## src/rtl/div_seq.sv

```systemverilog
// Multi-cycle restoring divider for DIV/DIVU: one quotient bit per clock,
// start/done handshake, sign handled by magnitude division plus final correction.
module div_seq #(
   parameter int unsigned WIDTH = 32
) (
   input  logic             clk,
   input  logic             rst_n,
   input  logic             start,
   input  logic             signed_op,
   input  logic [WIDTH-1:0] dividend,
   input  logic [WIDTH-1:0] divisor,
   output logic             busy,
   output logic             done,
   output logic [WIDTH-1:0] quotient,
   output logic [WIDTH-1:0] remainder,
   output logic             div_by_zero
);

   localparam int unsigned CNT_W = $clog2(WIDTH);

   typedef enum logic [1:0] {
      IDLE = 2'd0,
      CALC = 2'd1,
      DONE = 2'd2
   } state_e;

   state_e             state_q, state_d;
   logic [CNT_W-1:0]   cnt_q, cnt_d;
   logic [WIDTH-1:0]   rem_q, rem_d;
   logic [WIDTH-1:0]   quo_q, quo_d;
   logic [WIDTH-1:0]   dvs_q, dvs_d;
   logic               neg_quo_q, neg_quo_d;
   logic               neg_rem_q, neg_rem_d;
   logic [WIDTH-1:0]   quotient_q, quotient_d;
   logic [WIDTH-1:0]   remainder_q, remainder_d;
   logic               dbz_q, dbz_d;
   logic               busy_q, busy_d;
   logic               done_q, done_d;

   logic [WIDTH:0]     rem_ext;
   logic [WIDTH:0]     trial;
   logic [WIDTH-1:0]   rem_step;
   logic [WIDTH-1:0]   quo_step;
   logic [WIDTH-1:0]   dvd_mag;
   logic [WIDTH-1:0]   dvs_mag;

   // One restoring step; trial kept one bit wider so its MSB is the borrow.
   always_comb begin
      rem_ext = {rem_q, quo_q[WIDTH-1]};
      trial   = rem_ext - {1'b0, dvs_q};
      if (trial[WIDTH]) begin
         rem_step = rem_ext[WIDTH-1:0];
         quo_step = {quo_q[WIDTH-2:0], 1'b0};
      end else begin
         rem_step = trial[WIDTH-1:0];
         quo_step = {quo_q[WIDTH-2:0], 1'b1};
      end
      dvd_mag = (signed_op && dividend[WIDTH-1]) ? -dividend : dividend;
      dvs_mag = (signed_op && divisor[WIDTH-1])  ? -divisor  : divisor;
   end

   always_comb begin
      state_d     = state_q;
      cnt_d       = cnt_q;
      rem_d       = rem_q;
      quo_d       = quo_q;
      dvs_d       = dvs_q;
      neg_quo_d   = neg_quo_q;
      neg_rem_d   = neg_rem_q;
      quotient_d  = quotient_q;
      remainder_d = remainder_q;
      dbz_d       = dbz_q;
      busy_d      = busy_q;
      done_d      = 1'b0;

      case (state_q)
         IDLE: begin
            if (start) begin
               busy_d    = 1'b1;
               neg_quo_d = signed_op & (dividend[WIDTH-1] ^ divisor[WIDTH-1]);
               neg_rem_d = signed_op & dividend[WIDTH-1];
               if (divisor == '0) begin
                  state_d     = DONE;
                  done_d      = 1'b1;
                  quotient_d  = '1;
                  remainder_d = dividend;
                  dbz_d       = 1'b1;
               end else begin
                  state_d = CALC;
                  cnt_d   = '0;
                  dbz_d   = 1'b0;
                  rem_d   = '0;
                  quo_d   = dvd_mag;
                  dvs_d   = dvs_mag;
               end
            end
         end
         CALC: begin
            rem_d = rem_step;
            quo_d = quo_step;
            cnt_d = cnt_q + CNT_W'(1);
            // Last step lands straight in the result registers, sign-corrected.
            if (cnt_q == CNT_W'(WIDTH - 1)) begin
               state_d     = DONE;
               done_d      = 1'b1;
               quotient_d  = neg_quo_q ? -quo_step : quo_step;
               remainder_d = neg_rem_q ? -rem_step : rem_step;
            end
         end
         DONE: begin
            state_d = IDLE;
            busy_d  = 1'b0;
         end
         default: begin
            state_d = IDLE;
            busy_d  = 1'b0;
         end
      endcase
   end

   always_ff @(posedge clk or negedge rst_n) begin
      if (!rst_n) begin
         state_q     <= IDLE;
         cnt_q       <= '0;
         rem_q       <= '0;
         quo_q       <= '0;
         dvs_q       <= '0;
         neg_quo_q   <= 1'b0;
         neg_rem_q   <= 1'b0;
         quotient_q  <= '0;
         remainder_q <= '0;
         dbz_q       <= 1'b0;
         busy_q      <= 1'b0;
         done_q      <= 1'b0;
      end else begin
         state_q     <= state_d;
         cnt_q       <= cnt_d;
         rem_q       <= rem_d;
         quo_q       <= quo_d;
         dvs_q       <= dvs_d;
         neg_quo_q   <= neg_quo_d;
         neg_rem_q   <= neg_rem_d;
         quotient_q  <= quotient_d;
         remainder_q <= remainder_d;
         dbz_q       <= dbz_d;
         busy_q      <= busy_d;
         done_q      <= done_d;
      end
   end

   assign busy        = busy_q;
   assign done        = done_q;
   assign quotient    = quotient_q;
   assign remainder   = remainder_q;
   assign div_by_zero = dbz_q;

endmodule

```

## config.mk

```make
export PLATFORM = sky130hd
export DESIGN_NAME = div_seq
export DESIGN_NICKNAME = d
export VERILOG_FILES = /design/src/rtl/div_seq.sv
export SDC_FILE = /design/constraint.sdc
export NUM_CORES = 1
export LEC_CHECK = 0
export ABC_AREA = 1
export CORE_MARGIN = 2
export CORE_UTILIZATION = 36
export CTS_BUF_LIST = sky130_fd_sc_hd__clkbuf_16
export DETAILED_ROUTE_END_ITERATION = 10
export PLACE_DENSITY = 0.59
export SLEW_MARGIN = 20
export SYNTH_ARGS = -nofsm -noshare
export SYNTH_HDL_FRONTEND = slang
export SYNTH_SLANG_ARGS = --single-unit
export TNS_END_PERCENT = 20
```

## constraint.sdc

```tcl
create_clock -name clk -period 6.1 [get_ports clk]
set_clock_uncertainty 0.15 [all_clocks]
set_input_delay 1.22 -clock clk [delete_from_list [all_inputs] [get_ports clk]]
set_output_delay 1.22 -clock clk [all_outputs]
set_load 0.02 [all_outputs]
```

# After elaboration in Yosys (flattened, before gate mapping)
# Index checks and enable logic that the tools add are counted.
# Widths: inputs -> output; s select.
[op_classes]
n_eq_ne = 6
add_sub_neg = 6
muxes = 33
n_bitwise = 5
n_reduce_logical = 11
[ops]
columns = ["operator", "count"]
rows = [
  ["$mux 32", 15],
  ["$pmux 32 s2", 4],
  ["$neg 32->32", 4],
  ["$sub 33x32->33", 1],
  ["$logic_not 32->1", 1],
  ["$mux 5", 2],
  ["$pmux 5 s2", 1],
  ["$ne 2x2->1 const B", 4],
  ["$mux 2", 3],
  ["$reduce_and 2->1", 3],
  ["$reduce_and 3->1", 2],
  ["$add 5x1->5 const B", 1],
  ["$eq 5x5->1 const B", 1],
  ["$mux 1", 5],
  ["$pmux 1 s2", 2],
  ["$pmux 2 s2", 1],
  ["$reduce_and 4->1", 1],
  ["$and 1x1->1", 2],
  ["$eq 2x1->1 const B", 1],
  ["$logic_and 1x1->1", 2],
  ["$logic_not 2->1", 1],
  ["$not 1->1", 2],
  ["$reduce_bool 2->1", 1],
  ["$xor 1x1->1", 1],
]
[word_totals]
output_inout_bits = 67
register_bits = 172
word_cells = 73
inputBits = 68

# Logic depth before layout (Yosys ltp)
[depth]
depth_word = 6
depth_mapped = 29

# Least setup slack after synthesis
# No wires, ideal clock.
[synth_path]
kind = "reg2reg"
start = "register quo_q[31]"
end = "register quotient_q[28], in the netlist quotient[28]"
synth_period_minus_slack_ns = 3.960
n_path_buf = 2
slack_ns = 2.140
stages_incl_launch_ff = 27
t_arrival_ns = 3.690
setup_ns = 0.120
cell_sequence = "dfrtp_1 inv_1 ha_1 inv_1 fa_1 nand2_1 nand2_1 nand3_2 nand2_4 nand2_4 nand2_4 nand2_4 nand3_2 nand2_4 buf_12 buf_6 ha_1 nand2_1 nor2_1 nand3_1 nor4_1 nand4_1 nor2_1 nand4_1 o21ai_0 o21a_1 a21oi_1"
[synth_between]
elab_chain_cells = 6
[synth_lines]
columns = ["item", "line_no", "text"]
rows = [
  ["start: declaration", "30", "logic [WIDTH-1:0] quo_q, quo_d;"],
  ["start signal: assignment", "139", "quo_q <= quo_d;"],
  ["$sub 33x32->33", "50", "trial = rem_ext - {1'b0, dvs_q};"],
  ["$mux 1", "51", "if (trial[WIDTH]) begin"],
  ["$neg 32->32", "106", "quotient_d = neg_quo_q ? -quo_step : quo_step;"],
  ["$mux 32", "106", ""],
  ["$mux 32", "103", "if (cnt_q == CNT_W'(WIDTH - 1)) begin"],
  ["$pmux 32 s2", "76", "case (state_q)"],
  ["end signal: assignment", "143", "quotient_q <= quotient_d;"],
  ["end: declaration", "34", "logic [WIDTH-1:0] quotient_q, quotient_d;"],
]
# No other way between the ends. The select of a mux whose other input is x is not followed.
# A chain may end at the register's enable or synchronous reset.

# Final worst setup path
# Ends and elaborated chain as after synthesis.

==> results.ini <==
[sta]
fmax_mhz=211
slew_headroom_pct=29.2
fin_crit_sh_pct=77.9
slew_viol_final=0
finalCriticalPeriod_ps=4750
rsz0062_at_grt=false
final_hold_viol_count=0
setup_viol=0
setup_tns_ps=0
worst_slew_pin_slew_ps=1060

[global_route]
grt_first_pass_wirelength_mm=72.1
grt_max_degree=99
grt_pass1_vias=13600
gr-total-overflow=0
antenna_found_initial=1
groute.usage.overall_pct=23.3

[drt]
final_antenna_net_count=0
via_per_inst=5.10
vias=14100
wl_per_cell_um=16.3
drc=0
drt_iter0_drc=1190
dr.pass1.iters=5
wirelength_mm=45.3

[die]
ios=135
rows=71
die-area_um2=39700
die_h_um=199
core_area_um2=37600
die_width_um=199
start_util_pct=36.5

[clock_network]
cts-root-buf=clkbuf_16
clkSlewWorstSetupHoldPaths_ps=70
cts_resized=0
cts.hold.buffers_added=0
clockBufferDepth=2
cts_tree=built
post_cts_buffers=0
cts-buffers-inserted=17
clk-insertion-delay-late_ps=460
htree_levels=4
cts_num_sinks=172

[placement]
gp_congestion=0.926
place_hpwl_mm=34.9
portBuffers=134

[critical_path]
criticalPathCategory=register to register
worstPathArrival_ps=4950
setup.worst_path.start_class=register
critPathCaptureType=register
crit_required_ps=6300
worstReg2RegStart=quo_q[31]$_DFFE_PN0P_
crit_path_start=quo_q[31]$_DFFE_PN0P_
crit_fanout=6

[synthesis]
syn_nets=2261
ys_ff_latch=172
ys.flop_type=dfrtp_1
synth_edf_count=0
synthCells=2154
synthAdderAreaFrac_pct=3.61
synth-compound-area-share_pct=13.9
muxShareOfSynthArea_pct=0
yosysUniqueCellTypes=56
synth.avg_cell_area_um2=6.37
synth_top_family_by_area=simple AND/OR/NAND/NOR gates
async_flop_share_pct=100
syn_area_um2=13700
yosys.area_share.xor_xnor_pct=2.87
synth-seq-area-share_pct=31.4
yosysWarnings=0
yosys.area_share.simple_pct=37.4

[cells_and_area]
layout_common_cells=nand2_1 (696), inv_1 (278), nor2_1 (199)
n_antenna_cell=0
final_common_cell=nand2_1
drive_above_1_share_pct=5.71
fin_nets=2353
synthToLayoutAreaGrowth_pct=16.9

[status]
outcome=completed

[job]
cap_violations=0

[hold_path]
worstHoldStart=cnt_q[2]$_DFFE_PN0P_
hold_class=register to register

==> critical path: stages, from the launching register on <==
cell and delay (ps):
dfrtp_1 360, inv_1 130, ha_1 160, inv_1 110, fa_1 430, nand2_1 80, nand2_1 100, nand3_2 130
nand2_4 80, nand2_4 80, nand2_4 50, nand2_4 90, nand3_2 170, nand2_4 150, ha_1 200, nand2_1 100
nor2_1 180, nand3_1 150, nor4_1 480, nand4_1 300, nor2_1 250, nand4_1 200, o21ai_0 300, o21a_1 150
a21oi_1 50
==> flip-flops by register name, indices dropped and copies added, names as in the netlist <==
register / flops
dvs_q: 32
quo_q: 32
quotient: 32
rem_q: 32
remainder: 32
cnt_q: 5
state_q: 2
busy: 1
div_by_zero: 1
done: 1
neg_quo_q: 1
neg_rem_q: 1
==> Yosys cell counts, types with 3 or more instances <==
| cell | number | area share (%) |
|---|---|---|
| nand4_1 | 26 | 1.2 |
| a31oi_1 | 15 | 0.68 |
| inv_1 | 280 | 7.7 |
| nand3_1 | 154 | 5.6 |
| buf_1 | 13 | 0.36 |
| o221ai_1 | 15 | 0.96 |
| dfrtp_1 | 172 | 31 |
| ha_1 | 38 | 3.5 |
| or2_2 | 5 | 0.23 |
| xnor2_1 | 15 | 0.96 |
| nand2_4 | 10 | 0.82 |
| inv_2 | 13 | 0.36 |
| o21ai_0 | 136 | 5.0 |
| o21ai_1 | 16 | 0.58 |
| nand2_1 | 696 | 19 |
| buf_2 | 4 | 0.15 |
| xor2_1 | 30 | 1.9 |
| nor4_1 | 10 | 0.46 |
| nor2_2 | 6 | 0.27 |
| nand2_2 | 27 | 1.2 |
| a211oi_1 | 3 | 0.16 |
| buf_6 | 6 | 0.49 |
| o21bai_1 | 7 | 0.38 |
| nor2_1 | 200 | 5.5 |
| o31ai_1 | 3 | 0.16 |
| nor2_4 | 3 | 0.25 |
| buf_4 | 3 | 0.16 |
| o22ai_1 | 24 | 1.1 |
| nand3_2 | 5 | 0.36 |
| o211ai_1 | 19 | 1.0 |
| nor3_1 | 38 | 1.4 |
| a21oi_2 | 3 | 0.19 |
| nand3b_1 | 11 | 0.60 |
| and2_1 | 4 | 0.18 |
| o21ai_2 | 3 | 0.19 |
| clkbuf_1 | 48 | 1.3 |
| a21oi_1 | 69 | 2.5 |
==> metrics by stage <==
step	util, %	cells	area, um2	setup slack, ps	hold slack, ps
5_1_grt	42.7	2770	16000	857	361
6_report	42.7	2770	16000	1350	331
2_1_floorplan	-	2154	13700	2140	296
3_3_place_gp	41.2	2738	15500	1540	314
4_1_cts	42.7	2770	16000	1420	334
3_5_place_dp	41.2	2738	15500	1400	321
==> per-layer routing <==
metal	part of all wire, %	vias to the layer above	track usage [%]
li1	-	7122	-
met1	47	6559	32.3
met2	45	380	37.5
met3	5.2	63	3.00
met4	2.5	0	7.30
met5	0	-	0
==> cells by family (layout without fill, tap and decap cells) <==
logic type / after synthesis / count (layout)
AND/OR/NAND/NOR: 1199 / 1199
buffers and inverters: 371 / 476
XOR/XNOR: 45 / 45
AO/OA/AOI/OAI: 328 / 328
flip-flops: 172 / 172
adder cells (fa/ha/maj): 39 / 39
==> worst paths after layout <==
kind,end,slack [ps],cells after the start
max reg2reg,quotient[28]$_DFFE_PN0P_,1350,24
min reg2reg,cnt_q[2]$_DFFE_PN0P_,330,1
min in group asynchronous,dvs_q[21]$_DFFE_PN0P_,740,1
max,quotient[28]$_DFFE_PN0P_,1350,24
max in group asynchronous,quotient[3]$_DFFE_PN0P_,4080,2
min,cnt_q[2]$_DFFE_PN0P_,330,1
==> cell type report <==
class	instances	area [um2]
flip-flops and latches	172	4300
inverters	295	1110
clock buffers	17	425
multi-input cells	1611	7940
well taps	511	639
fillers	3972	21500
clock inverters	15	140
repair buffers	149	1470
Power is left out: the tool's default activity adds up to more than one toggle a clock period on the data nets, which glitch-free logic cannot reach.
